===== src/rtl/fpu_driver.sv =====
// Host-to-FPU command driver: widens half-precision operands, issues four start pulses, captures the completion.
// Optional watchdog on the WAIT state is built when FPU_DRIVER_WATCHDOG_EN is defined.
module fpu_driver #(
  parameter int unsigned TMO_CYCLES = 64,
  parameter logic [15:0] ERR_CODE   = 16'h7E00
) (
  input  logic        clk,
  input  logic        rst,
  input  logic        cmd_valid,
  output logic        cmd_ready,
  input  logic [15:0] cmd_a,
  input  logic [15:0] cmd_b,
  input  logic [1:0]  cmd_op,
  output logic        fpu_start,
  output logic [17:0] fpu_a,
  output logic [17:0] fpu_b,
  output logic [1:0]  fpu_op,
  input  logic        fpu_ready,
  input  logic        fpu_error,
  input  logic [15:0] fpu_result,
  output logic        res_valid,
  input  logic        res_ack,
  output logic [15:0] res_data,
  output logic        res_err,
  output logic        res_tmo
);

  typedef enum logic [3:0] {IDLE, P1, G1, P2, G2, P3, G3, P4, WAIT, DONE} state_t;

  state_t      state_q, state_d;
  logic [17:0] fpu_a_q, fpu_a_d;
  logic [17:0] fpu_b_q, fpu_b_d;
  logic [1:0]  fpu_op_q, fpu_op_d;
  logic [15:0] res_data_q, res_data_d;
  logic        res_err_q, res_err_d;
`ifdef FPU_DRIVER_WATCHDOG_EN
  localparam logic [7:0] TMO_LIMIT = 8'(TMO_CYCLES);
  logic [7:0]  wdog_q, wdog_d;
  logic        res_tmo_q, res_tmo_d;
`endif

  // Hidden bit is implied by a nonzero exponent; subnormals and zero keep it clear.
  function automatic logic [17:0] extend_half(input logic [15:0] h);
    return {h[15], h[14:10], 1'b0, |h[14:10], h[9:0]};
  endfunction

  always_comb begin
    state_d    = state_q;
    fpu_a_d    = fpu_a_q;
    fpu_b_d    = fpu_b_q;
    fpu_op_d   = fpu_op_q;
    res_data_d = res_data_q;
    res_err_d  = res_err_q;
`ifdef FPU_DRIVER_WATCHDOG_EN
    wdog_d     = wdog_q;
    res_tmo_d  = res_tmo_q;
`endif
    case (state_q)
      IDLE: begin
        if (cmd_valid) begin
          fpu_a_d  = extend_half(cmd_a);
          fpu_b_d  = extend_half(cmd_b);
          fpu_op_d = cmd_op;
          state_d  = P1;
        end
      end
      P1: state_d = G1;
      G1: state_d = P2;
      P2: state_d = G2;
      G2: state_d = P3;
      P3: state_d = G3;
      G3: state_d = P4;
      P4: begin
        state_d = WAIT;
`ifdef FPU_DRIVER_WATCHDOG_EN
        wdog_d  = 8'd0;
`endif
      end
      // Error beats ready; a strobe in the timeout cycle beats the timeout.
      WAIT: begin
        if (fpu_error) begin
          res_data_d = ERR_CODE;
          res_err_d  = 1'b1;
`ifdef FPU_DRIVER_WATCHDOG_EN
          res_tmo_d  = 1'b0;
`endif
          state_d    = DONE;
        end else if (fpu_ready) begin
          res_data_d = fpu_result;
          res_err_d  = 1'b0;
`ifdef FPU_DRIVER_WATCHDOG_EN
          res_tmo_d  = 1'b0;
`endif
          state_d    = DONE;
        end
`ifdef FPU_DRIVER_WATCHDOG_EN
        else if (wdog_q == TMO_LIMIT) begin
          res_data_d = ERR_CODE;
          res_err_d  = 1'b1;
          res_tmo_d  = 1'b1;
          state_d    = DONE;
        end else begin
          wdog_d = wdog_q + 8'd1;
        end
`endif
      end
      DONE: begin
        if (res_ack) state_d = IDLE;
      end
      default: state_d = IDLE;
    endcase
  end

  always_ff @(posedge clk or negedge rst) begin
    if (!rst) begin
      state_q    <= IDLE;
      fpu_a_q    <= '0;
      fpu_b_q    <= '0;
      fpu_op_q   <= '0;
      res_data_q <= '0;
      res_err_q  <= 1'b0;
`ifdef FPU_DRIVER_WATCHDOG_EN
      wdog_q     <= '0;
      res_tmo_q  <= 1'b0;
`endif
    end else begin
      state_q    <= state_d;
      fpu_a_q    <= fpu_a_d;
      fpu_b_q    <= fpu_b_d;
      fpu_op_q   <= fpu_op_d;
      res_data_q <= res_data_d;
      res_err_q  <= res_err_d;
`ifdef FPU_DRIVER_WATCHDOG_EN
      wdog_q     <= wdog_d;
      res_tmo_q  <= res_tmo_d;
`endif
    end
  end

  assign cmd_ready = (state_q == IDLE);
  assign fpu_start = (state_q == P1) || (state_q == P2) || (state_q == P3) || (state_q == P4);
  assign res_valid = (state_q == DONE);
  assign fpu_a     = fpu_a_q;
  assign fpu_b     = fpu_b_q;
  assign fpu_op    = fpu_op_q;
  assign res_data  = res_data_q;
  assign res_err   = res_err_q;
`ifdef FPU_DRIVER_WATCHDOG_EN
  assign res_tmo   = res_tmo_q;
`else
  assign res_tmo   = 1'b0;
`endif

endmodule


===== config.mk =====
export PLATFORM = sky130hd
export DESIGN_NAME = fpu_driver
export DESIGN_NICKNAME = d
export VERILOG_FILES = /design/src/rtl/fpu_driver.sv
export SDC_FILE = /design/constraint.sdc
export NUM_CORES = 1
export LEC_CHECK = 0
export ABC_AREA = 1
export BUFFER_PORTS_ARGS = -buffer_cell sky130_fd_sc_hd__buf_2
export CAP_MARGIN = 40
export CORE_ASPECT_RATIO = 1.25
export CORE_MARGIN = 2
export CORE_UTILIZATION = 35
export DETAILED_ROUTE_END_ITERATION = 10
export PLACE_DENSITY = 0.75
export SLEW_MARGIN = 20
export SYNTH_ARGS = -nofsm -noshare
export SYNTH_HDL_FRONTEND = slang
export SYNTH_SLANG_ARGS = --single-unit

===== constraint.sdc =====
create_clock -name clk -period 1.2 [get_ports clk]
set_input_delay 0.12 -clock clk [delete_from_list [all_inputs] [get_ports clk]]
set_output_delay 0.12 -clock clk [all_outputs]
set_load 0.02 [all_outputs]

==> metrics.txt, run 1 <==
Synth Area in Adders=0; Post-Place Cells=474; VDD IR max=1230 uV; failing checks=setup timing; CP max stage delay=400 ps; die outline width=78.4 um; clk_skew=13.9 ps; RSZ-0062 raised after global routing=true; total CTS buffers=9; FMAX=0.700 GHz; CP cell instances=nor2_4 > buf_6 > buf_6 > nand3b_4 > buf_8 > buf_16 > nand2_4 > o21ai_2; clock sink count=57; DR vias/cell=4.85; setup TNS=-8850 ps; Pwr Density=2350 nW/um^2; post-synthesis register bit count=57; die area=7600 um^2; initial antenna violation count=0; fin crit period=1430 ps; synthesized area per cell=8.83 um^2; Critical Path Most Common Cell=buf_6; largest area contributor in the netlist=dfrtp_1; Yosys top cell area share=0.589; Slew Limit Fails=0; total gr overflow=0; post-synth cell types=22; DP HPWL=4380 um; status=complete, but fails checks; vias in the first global route=2,731; FF-to-FF path depth=8; largest family of logic cells by synthesized area=simple AND/OR/NAND/NOR gates; Setup Viol. Count Final=58; FF-to-FF setup slack=-230 ps; total global routing track utilization=0.222; Final Core Density=0.672; Worst-Skew Late Latency=330 ps; layout cells sized above 1=0.586; row count=33; I/O pin count=115; Place WS=-73.1 ps; Compound-Gate Fraction of Synth Area=0.121; dpl cell area=3170 um^2; CP bufs+invs=4; mux cell area share after synthesis=0; detailed-route via count=2,631; reg-to-reg endpoint=res_data[15]; largest cells by area after synthesis=dfrtp_1, nand2_1, o21ai_0; Seq/Total Area, Yosys=0.589; CP Data Arrival Time=1650 ps; Initial DRT Pass Iterations=4; Yosys warning count=0; Hold Path Depth=3; Syn Inst Count=274; CTS clk-pin slew, worst paths=60 ps; Finished Layout Cells=543; Initial Util=0.364; Core Region=6650 um^2; Avg WL per Cell=15.3 um; antenna fix cells=0; crit start category=register; Final Cell Area=4470 um^2; Tcrit/Tclk final=1.19; Nets=507; DRC violations left=0; CTS Root Cell=clkbuf_8; mapped cell area=2420 um^2; CP top delay family=buffers and inverters; post-synthesis xor/xnor area fraction=0; Die Height=97.0 um; Clock Tree Buf Depth=2; count of final hold-check violations=0; CP Data Required Time=1420 ps; PortBufs=111; Final Power=10.5 mW; GPL Wtd Cong=0.741; peak fanout along the critical path=5; global-route wire length before repair=13,100 um; worst r2r src=state_q[0]; Worst Hold Launch=cmd_b[8]; CP Capture Type=register; TritonCTS clock tree=built; initial DRC count=96; Worst Hold Class=primary input to register; Min-Delay Endpoint=fpu_b[8]; final worst setup slack=-230 ps; final WL=8330 um; Hold WS=21.2 ps; pin count of the biggest net entering global routing=58; Synth-to-Final Area Change=84.5%; max-cap viol count=0; area share of and/or/nand/nor cells after synthesis=0.230; post-route ant nets=0; Setup CP Type=register to register; crit path max-delay cell type=dfrtp_1; H-tree lvl count=3; leakage power=2.38 nW
==> final cells by class <==
class | count | area (um^2)
inverter | 11 | 46.3
fill | 518 | 2180
tap | 87 | 109
timing repair buffer | 182 | 1410
sequential | 57 | 1430
multi-input combinational | 190 | 1260
clock buffer | 12 | 155
clock inverter | 4 | 51.3
==> kinds of logic after synthesis <==
group,after synthesis
AND/OR/NAND/NOR,130
AO/OA/AOI/OAI,57
flip-flops,57
buffers and inverters,29
other,1
==> cell usage in the layout (no fill, tap or decap), types with 3 or more instances in the layout <==
cell type / instances
buf_4: 14
buf_12: 3
nand2_2: 44
o21ai_0: 32
clkbuf_8: 11
buf_6: 18
nand3_1: 3
dfrtp_1: 57
o21a_1: 3
buf_16: 6
nor2_4: 4
conb_1: 3
nor2_1: 11
dlygate4sd3_1: 31
nand2_4: 26
inv_1: 7
nand2_1: 32
o21ai_2: 15
o21ai_1: 5
buf_2: 108
==> worst reg2reg max path: cells and delay by family (launching register included) <==
kind	cells	cell delay, ps
flip-flops	1	400
buffers and inverters	4	540
AO/OA/AOI/OAI	1	50
AND/OR/NAND/NOR	3	340
==> how the worst max path moves through the flow <==
stage	from	endpoint	slack (ps)	cells past startpoint
after detailed placement	state_q[0]	res_data[13]	-70	5
final	state_q[0]	res_data[15]	-230	8
after global placement	state_q[0]	fpu_a[15]	2	6
after global routing	state_q[2]	fpu_a[15]	-300	8
after CTS	state_q[1]	res_valid	-260	3
after floorplan	state_q[0]	fpu_b[10]	-5	7
==> Yosys cell counts <==
| library cell | count |
|---|---|
| buf_2 | 5 |
| nor3b_1 | 1 |
| conb_1 | 1 |
| nand3b_4 | 1 |
| a21oi_1 | 1 |
| nand3b_1 | 1 |
| o21ai_0 | 53 |
| nor4_1 | 1 |
| inv_1 | 11 |
| o21a_1 | 3 |
| dfrtp_1 | 57 |
| nor2_4 | 3 |
| nor2_1 | 14 |
| and2_1 | 1 |
| nand2_1 | 101 |
| buf_6 | 2 |
| nand3_1 | 4 |
| buf_4 | 3 |
| nor3_1 | 1 |
| clkbuf_1 | 8 |
| nand4_1 | 1 |
| nand2_4 | 1 |
==> where the power goes <==
part           internal, mW  switching [mW]
clock                  1.07           0.752
sequential             2.79           0.571
combinational          2.28            3.05
==> repair_timing <==
action	CTS	global route
gates cloned	8	0
pin swaps	9	9
hold buffers	31	0
endpoints found under the hold margin	88	0
buffers inserted	19	3
gates resized for setup	89	93
endpoints found under the setup margin	33	59
==> state kept, by name, indices dropped and copies added (netlist names) <==
signal	cells
fpu_a	17
state_q	4
res_data	16
fpu_op	2
fpu_b	17
res_err	1
==> layer usage <==
layer  routed length (um)  track usage  vias up  share of wire
met5                    0            0        -              0
met4                  218       0.0972        0          0.026
met3                  346       0.0466       19          0.042
met2                 4760        0.407       93           0.57
met1                 3000        0.242     1295           0.36
li1                     -            -     1224              -
Note: power is estimated with default switching activity, not from simulation.
==> inputs of run 2 (changes only) <==
ABC_AREA = unset   (was 1)
PLACE_DENSITY = 0.72   (was 0.75)
clock period = 1.8 ns   (was 1.2 ns; I/O delays follow)
==> run 2 against run 1 <==
Compared with the run above: the run now ends clean; clock skew shrank 5.7 ps; via count down 35%; clock-buffer cell count down 1; largest cell class unchanged.
==> metrics.txt, run 2 <==
status=completed; final WL=5050 um; FMAX=0.583 GHz; CP Capture Type=output port; Yosys top cell area share=0.567; VDD IR max=758 uV; synthesized area per cell=14.8 um^2; die outline width=79.8 um; Slew Limit Fails=0; total gr overflow=0; Pwr Density=1860 nW/um^2; largest area contributor in the netlist=dfrtp_1; largest cells by area after synthesis=dfrtp_1, mux2_4, mux2_2; Setup CP Type=register to output port; GPL Wtd Cong=0.738; Avg WL per Cell=12.9 um; Nets=351; total CTS buffers=9; Tcrit/Tclk final=0.954; H-tree lvl count=3; Worst Hold Class=primary input to register; initial antenna violation count=0; post-route ant nets=0; count leader, synth=dfrtp_1; EDFF count, synth=0; DR vias/cell=4.40; Initial DRT Pass Iterations=2; CP max stage delay=380 ps; post-synthesis register bit count=57; Clock Tree Buf Depth=2; total global routing track utilization=0.132; Setup Viol. Count Final=0; Post-synth top flop=dfrtp_1; die area=7880 um^2; CP Data Required Time=1620 ps; most frequent cells in the layout=buf_2, dfrtp_1, mux2_4, mux2_2; RSZ-0062 raised after global routing=false; setup TNS=0 ps; Die Height=98.8 um; Worst-Skew Late Latency=330 ps; max-cap viol count=0; fin crit period=1720 ps; Seq/Total Area, Yosys=0.567; leading cell type in the layout, fill and taps excluded=buf_2; Final Power=6.43 mW; PortBufs=111; clk_skew=8.19 ps; crit start category=register; DRC violations left=0; global-route wire length before repair=7970 um; detailed-route via count=1,716; Yosys warning count=0; final worst setup slack=83.4 ps; row count=34; I/O pin count=115; pin count of the biggest net entering global routing=58; CP bufs+invs=3; leakage power=1.84 nW; synth cell count leaders=dfrtp_1, mux2_4, mux2_2; count of final hold-check violations=0; Synth async-reset ratio=1.00; Critical Path Most Common Cell=buf_4; Layout fillers=634; Place WS=130 ps; Core Region=6980 um^2; initial DRC count=28; crit path max-delay cell type=dfrtp_1; DP HPWL=3700 um; CP Data Arrival Time=1540 ps; TritonCTS clock tree=built; layout cells sized above 1=0.620; post-synth cell types=27; antenna fix cells=0; clock sink count=57; Syn Inst Count=170; Synth-to-Final Area Change=37.6%; CTS Root Cell=clkbuf_8; mapped cell area=2510 um^2; CTS clk-pin slew, worst paths=70 ps; vias in the first global route=1,666; CP cell instances=buf_4 > nor4_4 > buf_4 > buf_6; Initial Util=0.360; peak fanout along the critical path=6; CP top delay family=buffers and inverters
run 2: per-layer routing:
metal  vias up  GRT usage  share of wire
met5         -          0              0
met4         0     0.0704          0.018
met3         9     0.0366          0.075
met2        72      0.208           0.49
met1       811      0.163           0.42
li1        824          -              -
run 2: logic make-up after synthesis:
family                    count (synthesis)  share of synthesized area
AOI/OAI and AO/OA                         9                     0.0259
xor gates and xnor gates                  2                    0.00697
buffers and inverters                    19                     0.0513
DFF                                      57                      0.567
muxes                                    50                      0.266
other                                     1                    0.00149
and+or+nand+nor                          32                     0.0811
run 2: power breakdown:
part,internal [mW],switching [mW],total [mW]
Sequential,1.87,0.353,2.22
Clock,0.850,0.493,1.34
Combinational,1.41,1.46,2.87
Total,4.13,2.30,6.43
run 2: per-stage QoR:
stage | std cells | instance area, um^2 | hold WS (ps) | util
2_1_floorplan | 172 | 2520 | -116 | -
3_3_place_gp | 371 | 3200 | 205 | 0.459
3_5_place_dp | 371 | 3200 | 207 | 0.459
4_1_cts | 388 | 3440 | 52.3 | 0.493
5_1_grt | 390 | 3460 | 58.8 | 0.496
6_report | 390 | 3460 | 78.4 | 0.496
run 2: what timing repair did:
action / CTS / global route
hold endpoints to repair: 57 / 0
hold buffers: 1 / 0
setup endpoints to repair: 0 / 1
gates resized for setup: 0 / 2
buffers inserted: 0 / 2
run 2: final timing paths:
path                             startpoint           to  slack, ps  depth (start not counted)
worst min-delay path               cmd_a[1]     fpu_a[1]         80                          2
worst min register to register  res_data[5]  res_data[5]        500                          1
worst max register to register   state_q[1]  res_data[8]        130                          4
max in group asynchronous               rst     fpu_a[8]       1140                          3
worst max-delay path             state_q[2]    cmd_ready         80                          4
min in group asynchronous               rst  res_data[0]        380                          3
run 2: layout make-up:
| type | count | area (um^2) | area share |
|---|---|---|---|
| Inverter | 7 | 26.3 | 0.00759 |
| Sequential cell | 57 | 1430 | 0.412 |
| Clock inverter | 5 | 77.6 | 0.0224 |
| Tap cell | 90 | 113 | 0.0325 |
| Clock buffer | 11 | 151 | 0.0438 |
| Timing Repair Buffer | 124 | 699 | 0.202 |
| Multi-Input combinational cell | 96 | 966 | 0.279 |
==> inputs of run 3 (changes only) <==
REMOVE_ABC_BUFFERS = 1   (was unset)
SKIP_LAST_GASP = 1   (was unset)
==> run 3 against run 2 <==
Compared with the run above: clock skew is 1.4 ps lower; first-iteration DRC count is 18% higher; clock-buffer cell count is 1 lower; critical path depth is 1 higher; non-clock buffer count is 2 higher; setup slack better by 63 ps; sequential cell count stayed put; sequential power hardly changed; critical path type is now register to register; largest power group unchanged; highest routed layer unchanged.
==> metrics.txt, run 3 (synthesis gave the netlist of run 2 again) <==
fin crit period=1650 ps; final worst setup slack=146 ps; Clock Tree Buf Depth=2; FMAX=0.605 GHz; H-tree lvl count=3; antenna fix cells=0; CTS Root Cell=clkbuf_8; Avg WL per Cell=13.3 um; clk_skew=6.81 ps; global-route wire length before repair=8330 um; Core Region=6980 um^2; I/O pin count=115; CTS clk-pin slew, worst paths=70 ps; Synth-to-Final Area Change=36.2%; Worst Hold Class=primary input to register; die area=7880 um^2; grt met1 use=0.173; most frequent cells in the layout=buf_2, dfrtp_1, mux2_4, mux2_2, buf_4; CP Data Arrival Time=1860 ps; leading cell type in the layout, fill and taps excluded=buf_2; DRC violations left=0; layout cells sized above 1=0.626; Setup crit start=state_q[1]; post-route ant nets=0; CP Data Required Time=2010 ps; total global routing track utilization=0.139; Slew Limit Fails=0; Post-Place Cells=371; die outline width=79.8 um; RSZ-0062 raised after global routing=false; max-cap viol count=0; initial antenna violation count=0; status=completed; met3 Usage GRT=0.0412; Tcrit/Tclk final=0.919; clock sink count=57; worst r2r src=state_q[1]; vias in the first global route=1,767; Die Height=98.8 um; total CTS buffers=9; Hold WS=76.6 ps; initial DRC count=33; Setup CP Type=register to register; GPL Wtd Cong=0.697; Final Cell Area=3420 um^2; Nets=353; DR vias/cell=4.50; dpl cell area=3190 um^2; leakage power=1.83 nW; TritonCTS clock tree=built; PortBufs=111; CP Capture Type=register; gr busiest metal=met2; VDD IR max=917 uV; total gr overflow=0; Setup Viol. Count Final=0; final WL=5200 um; Final Power=6.18 mW; pin count of the biggest net entering global routing=25; count of final hold-check violations=0; row count=34; Initial Util=0.360; Place WS=47.6 ps; Initial DRT Pass Iterations=3; Pwr Density=1810 nW/um^2; Worst-Skew Late Latency=330 ps; Finished Layout Cells=392; met2 Resource Use GR=0.222; Worst Hold Launch=cmd_b[8]; detailed-route via count=1,764; peak fanout along the critical path=10; crit start category=register; DP HPWL=3840 um
## run 3: cell types whose count changed in the layout (fill, tap and decap cells not counted), sizes merged
| cell | previous run | this run |
|---|---|---|
| bufinv | 2 | 1 |
| buf | 123 | 125 |
| clkbuf | 11 | 10 |
| clkinv | 2 | 4 |
## run 3: layer usage
metal,up-vias,share of wire
li1,830,-
met1,849,0.43
met2,75,0.48
met3,10,0.074
met4,0,0.019
met5,-,0
## run 3: what timing repair did
action                                  4_1_cts  5_1_grt
buffers inserted                              1        3
pin swaps                                     1        2
resized for setup                             0        1
endpoints found under the hold margin        20        0
hold buffers                                  1        0
endpoints found under the setup margin        1       21
## run 3: cell type report
type / count / area (um^2)
multi-input combinational: 96 / 966
inverter: 7 / 26.3
tap: 90 / 113
timing repair buffer: 126 / 696
fill: 653 / 3550
sequential: 57 / 1430
clock buffer: 10 / 138
clock inverter: 6 / 57.6
## run 3: where the power goes
part	total (mW)	internal, mW	switching [mW]
registers	2.22	1.86	0.358
logic	2.80	1.39	1.41
clock network	1.16	0.666	0.493
total	6.18	3.92	2.26
## run 3: final timing paths
kind	slack, ps	cells past startpoint	end
max	150	5	fpu_a[16]
min	80	2	fpu_b[8]
max reg2reg	150	5	fpu_a[16]
min reg2reg	500	1	fpu_b[15]
max in group asynchronous	800	3	state_q[1]
min in group asynchronous	330	2	res_data[14]
## run 3: through the flow
stage	TNS, ps	utilization
after floorplan	-8250	-
after global placement	0	0.457
after detailed placement	0	0.457
after CTS	0	0.487
after global routing	0	0.491
final	0	0.491
## run 3: critical path: stages, from the launching register on
cell and delay (ps):
dfrtp_2 480, nor4_4 320, buf_4 170, nand2_4 50
buf_4 200, mux2_4 310
